### src/rtl/lr35902_irq_if.sv
// CPU-side register bus and interrupt handshake of the LR35902 interrupt controller.
// Strobes and int_ack are single-cycle pulses sampled on the rising clock edge.
interface lr35902_irq_if;
    logic [7:0] reg_dout;
    logic [7:0] reg_din;
    logic [7:0] reg_adr;
    logic       reg_read;
    logic       reg_write;
    logic       int_req;
    logic [7:0] int_vec;
    logic       int_ack;

    modport master (
        input  reg_dout, int_req, int_vec,
        output reg_din, reg_adr, reg_read, reg_write, int_ack
    );

    modport slave (
        input  reg_din, reg_adr, reg_read, reg_write, int_ack,
        output reg_dout, int_req, int_vec
    );
endinterface

### src/rtl/lr35902_irq.sv
// LR35902 interrupt controller: edge-detected request flags (IF), enable register (IE),
// fixed-priority vector generation and acknowledge clearing.
module lr35902_irq (
    input  logic          clk,
    input  logic          reset_n,
    lr35902_irq_if.slave  bus,
    input  logic          irq_vblank,
    input  logic          irq_stat,
    input  logic          irq_timer,
    input  logic          irq_serial,
    input  logic          irq_joypad
);
    localparam logic [7:0] ADR_IF = 8'h0F;
    localparam logic [7:0] ADR_IE = 8'hFF;

    logic [4:0] if_reg;
    logic [7:0] ie_reg;
    logic [4:0] prev_lvl;
    logic [7:0] dout_reg;

    logic [4:0] src;
    logic [4:0] rise;
    logic [4:0] pending;
    logic [4:0] sel;
    logic [2:0] sel_idx;
    logic [4:0] if_next;

    assign src     = {irq_joypad, irq_serial, irq_timer, irq_stat, irq_vblank};
    assign rise    = src & ~prev_lvl;
    assign pending = if_reg & ie_reg[4:0];

    // Scan from lowest priority upward so the lowest pending index wins.
    always_comb begin
        sel     = 5'b00000;
        sel_idx = 3'd0;
        for (int i = 4; i >= 0; i--) begin
            if (pending[i]) begin
                sel     = 5'b00001 << i;
                sel_idx = 3'(i);
            end
        end
    end

    assign bus.int_req  = |pending;
    assign bus.int_vec  = bus.int_req ? (8'h40 + {2'b00, sel_idx, 3'b000}) : 8'h00;
    assign bus.reg_dout = dout_reg;

    // Write lands first, then the acknowledge clear, then new edges, so a fresh edge is never lost.
    always_comb begin
        if_next = if_reg;
        if (bus.reg_write && bus.reg_adr == ADR_IF)
            if_next = bus.reg_din[4:0];
        if (bus.int_ack && bus.int_req)
            if_next = if_next & ~sel;
        if_next = if_next | rise;
    end

    always_ff @(posedge clk or negedge reset_n) begin
        if (!reset_n) begin
            if_reg   <= 5'h00;
            ie_reg   <= 8'h00;
            prev_lvl <= 5'h00;
            dout_reg <= 8'hFF;
        end else begin
            if_reg   <= if_next;
            prev_lvl <= src;
            if (bus.reg_write && bus.reg_adr == ADR_IE)
                ie_reg <= bus.reg_din;
            if (bus.reg_read) begin
                if (bus.reg_adr == ADR_IF)
                    dout_reg <= {3'b111, if_reg};
                else if (bus.reg_adr == ADR_IE)
                    dout_reg <= ie_reg;
                else
                    dout_reg <= 8'hFF;
            end
        end
    end
endmodule

### src/flat_wrapper.sv
// flat-port wrapper written by rule: the top's interface ports become plain ports
module lr35902_irq_flat 
  (clk, reset_n, irq_vblank, irq_stat, irq_timer, irq_serial, irq_joypad, bus_reg_din, bus_reg_adr, bus_reg_read, bus_reg_write, bus_int_ack, bus_reg_dout, bus_int_req, bus_int_vec);
  lr35902_irq_if bus_i ();
  input  logic clk;
  input  logic reset_n;
  input  logic irq_vblank;
  input  logic irq_stat;
  input  logic irq_timer;
  input  logic irq_serial;
  input  logic irq_joypad;
  input wire logic [$bits(bus_i.reg_din)-1:0] bus_reg_din;
  input wire logic [$bits(bus_i.reg_adr)-1:0] bus_reg_adr;
  input wire logic [$bits(bus_i.reg_read)-1:0] bus_reg_read;
  input wire logic [$bits(bus_i.reg_write)-1:0] bus_reg_write;
  input wire logic [$bits(bus_i.int_ack)-1:0] bus_int_ack;
  output wire logic [$bits(bus_i.reg_dout)-1:0] bus_reg_dout;
  output wire logic [$bits(bus_i.int_req)-1:0] bus_int_req;
  output wire logic [$bits(bus_i.int_vec)-1:0] bus_int_vec;
  assign bus_i.reg_din = bus_reg_din;
  assign bus_i.reg_adr = bus_reg_adr;
  assign bus_i.reg_read = bus_reg_read;
  assign bus_i.reg_write = bus_reg_write;
  assign bus_i.int_ack = bus_int_ack;
  assign bus_reg_dout = bus_i.reg_dout;
  assign bus_int_req = bus_i.int_req;
  assign bus_int_vec = bus_i.int_vec;
  lr35902_irq u_core (.clk(clk), .reset_n(reset_n), .bus(bus_i), .irq_vblank(irq_vblank), .irq_stat(irq_stat), .irq_timer(irq_timer), .irq_serial(irq_serial), .irq_joypad(irq_joypad));
endmodule
### config.mk
export PLATFORM = sky130hd
export DESIGN_NAME = lr35902_irq_flat
export DESIGN_NICKNAME = d
export VERILOG_FILES = /design/src/rtl/lr35902_irq_if.sv /design/src/rtl/lr35902_irq.sv /design/src/flat_wrapper.sv
export SDC_FILE = /design/constraint.sdc
export NUM_CORES = 1
export LEC_CHECK = 0
export CAP_MARGIN = 20
export CORE_ASPECT_RATIO = 1.75
export CORE_UTILIZATION = 47
export DETAILED_ROUTE_END_ITERATION = 12
export PLACE_DENSITY_LB_ADDON = 0.08
export SYNTH_ARGS = -nofsm -noshare
export SYNTH_HDL_FRONTEND = slang
export SYNTH_SLANG_ARGS = --single-unit
### constraint.sdc
create_clock -name clk -period 2.9 [get_ports clk]
set_input_delay 0.435 -clock clk [delete_from_list [all_inputs] [get_ports clk]]
set_output_delay 0.435 -clock clk [all_outputs]
set_load 0.03 [all_outputs]
==> metrics <==
cell taking the most area after synthesis dfrtp_1; synth unique cells 26; setup total negative slack 0 ns; most used flip-flop cell after synthesis dfrtp_1; largest net degree at the start of global routing 27; core area 2460 um^2; nets@finish 173; fin util 0.669; Max H-tree Level 1; cell area power density 476 nW/um^2; Post-synth EDFFs 0; clock tree root buffer cell clkbuf_8; status completed; asr flop ratio synth 1.00; # rows 24; Hold Vio Cnt, Final 0; global-route wire length before repair 3970 um; Final setup viols 0; Final HPWL DP 1930 um; CTS Buf Count 3; antenna-violating nets left 0; Worst Setup End Kind output pin; Initial DRC Count 23; post-synth top area share 0.373; Slew Viols, Final 0; Routed WL 2550 um; CP max FO 6; drt drc 0; Post-Syn Area 1210 um^2; GRT overflow 0; gr usage total 0.202; Avg Vias per Cell 5.56; total number of vias 956; number of fill cells 206; min-delay src u_core.prev_lvl[4]$_DFF_PN0_; Area Overhead vs Synth 36.5%; Placer Congestion 0.798; Die Height 69.1 um; synth top area cells dfrtp_1 37%, dfstp_2 17%, mux2_2 7.5%, mux2i_1 4.1%, o221ai_1 3.6%; RSZ-0062 raised after global routing no; Setup CP Type register to output pin; nature of the critical path startpoint register; share of layout cells above drive strength 1 0.178; I/O Pins 43; Worst EP required 2.47 ns; initial core utilization 0.490; VDD IR max 0.334 mV; Synth Warn # 0; antenna violations before repair 0; post-CTS setup buffer count 0; slack of the critical path 0.614 ns; max frequency 437 MHz; max cap viols 0; CP arrival 1.85 ns; CP startpoint u_core.if_reg[1]$_DFF_PN0_; worst min path class register to register; synth cell count leaders 18 x dfrtp_1, 10 x inv_1, 9 x nor2_1, 8 x dfstp_2, 8 x mux2_2; CTS resizes 0; Mapped Cells 107; clock sinks 26; die area 2780 um^2; Die W 40.3 um; CTS tree done; Seq/Total Area, Yosys 0.547; reg2reg start u_core.if_reg[1]$_DFF_PN0_; clk_skew 0.00172 ns; vias in the first global route 933; Final period util 0.788; n_diodes 0; CTS Hold Bufs 0; P_leak 0.757 nW; Clock Pin Slew Worst Setup and Hold Paths 0.09 ns; post-synthesis register bit count 26; count leader, synth dfrtp_1; syn_area_per_cell 11.3 um^2; post-place setup slack 0.912 ns; Final Power 0.784 mW; PortBufs 38; deepest clock path buffer count 2; crit path time final 2.29 ns; post-DR wirelength/cell 14.8 um; Initial DRT Pass Iterations 5; Worst-Skew Late Latency 0.26 ns
==> metal layers <==
metal / up-vias / GRT usage / part of all wire
li1: 451 / - / -
met1: 479 / 0.219 / 0.37
met2: 24 / 0.358 / 0.58
met3: 2 / 0.0193 / 0.039
met4: 0 / 0.0889 / 0.011
met5: - / 0 / 0
==> cell usage in the layout, fill, tap and decap left out <==
master,Yosys,routed
a21oi_1,4,4
a22o_1,2,2
a22oi_1,2,2
and2_1,2,2
and3_1,1,1
and4_1,1,1
and4_2,1,1
buf_4,5,1
clkbuf_8,0,4
clkdlybuf4s50_1,0,38
conb_1,1,4
dfrtp_1,18,18
dfstp_2,8,8
inv_1,10,10
mux2_2,8,8
mux2i_1,5,5
nand2_1,7,7
nand3_1,2,2
nand3_2,1,1
nand3_4,1,1
nor2_1,9,9
nor3_2,1,1
nor4_4,1,1
o21ai_0,5,5
o221ai_1,5,5
o22ai_1,5,5
==> metrics by stage <==
stage | instance area (um^2) | cells | hold slack (ns)
6_report | 1650 | 172 | 0.437
2_1_floorplan | 1220 | 110 | 0.139
4_1_cts | 1650 | 172 | 0.444
3_3_place_gp | 1590 | 168 | 0.415
5_1_grt | 1650 | 172 | 0.453
3_5_place_dp | 1590 | 168 | 0.427
==> where the power goes <==
| part | internal (mW) | switching, mW |
|---|---|---|
| clock network | 0.121 | 0.109 |
| logic | 0.0732 | 0.0782 |
| registers | 0.386 | 0.0162 |
==> worst max-delay path: stages (launching register included) <==
cell and delay (ns):
dfrtp_1 0.44, a22o_1 0.27, nor3_2 0.19, clkdlybuf4s50_1 0.69
==> kinds of logic (layout without fill, tap and decap cells) <==
family | after synthesis | in the layout | share of synthesized area
buffers and inverters | 17 | 53 | 0.0694
muxes | 13 | 13 | 0.116
and+or+nand+nor | 27 | 27 | 0.138
other | 1 | 4 | 0.00311
AOI/OAI and AO/OA | 23 | 23 | 0.126
DFF | 26 | 26 | 0.547
==> worst paths after layout <==
check	end	slack [ns]	depth (start not counted)
min reg2reg	u_core.if_reg[4]$_DFF_PN0_	0.44	1
min in group asynchronous	u_core.prev_lvl[4]$_DFF_PN0_	0.53	2
min	u_core.if_reg[4]$_DFF_PN0_	0.44	1
max	bus_int_vec[5]	0.61	3
max in group asynchronous	u_core.bus.reg_dout[2]$_DFFE_PN1P_	2.07	2
max reg2reg	u_core.if_reg[4]$_DFF_PN0_	1.67	4
==> layout make-up <==
cell class	count	area [um^2]	share of cell area
inverters	10	37.5	0.0228
multi-input cells	67	474	0.288
clock buffers	4	55.1	0.0334
repair buffers	39	388	0.235
flip-flops and latches	26	661	0.401
well taps	26	32.5	0.0197
No activity file was read; power rests on OpenSTA's default activity.
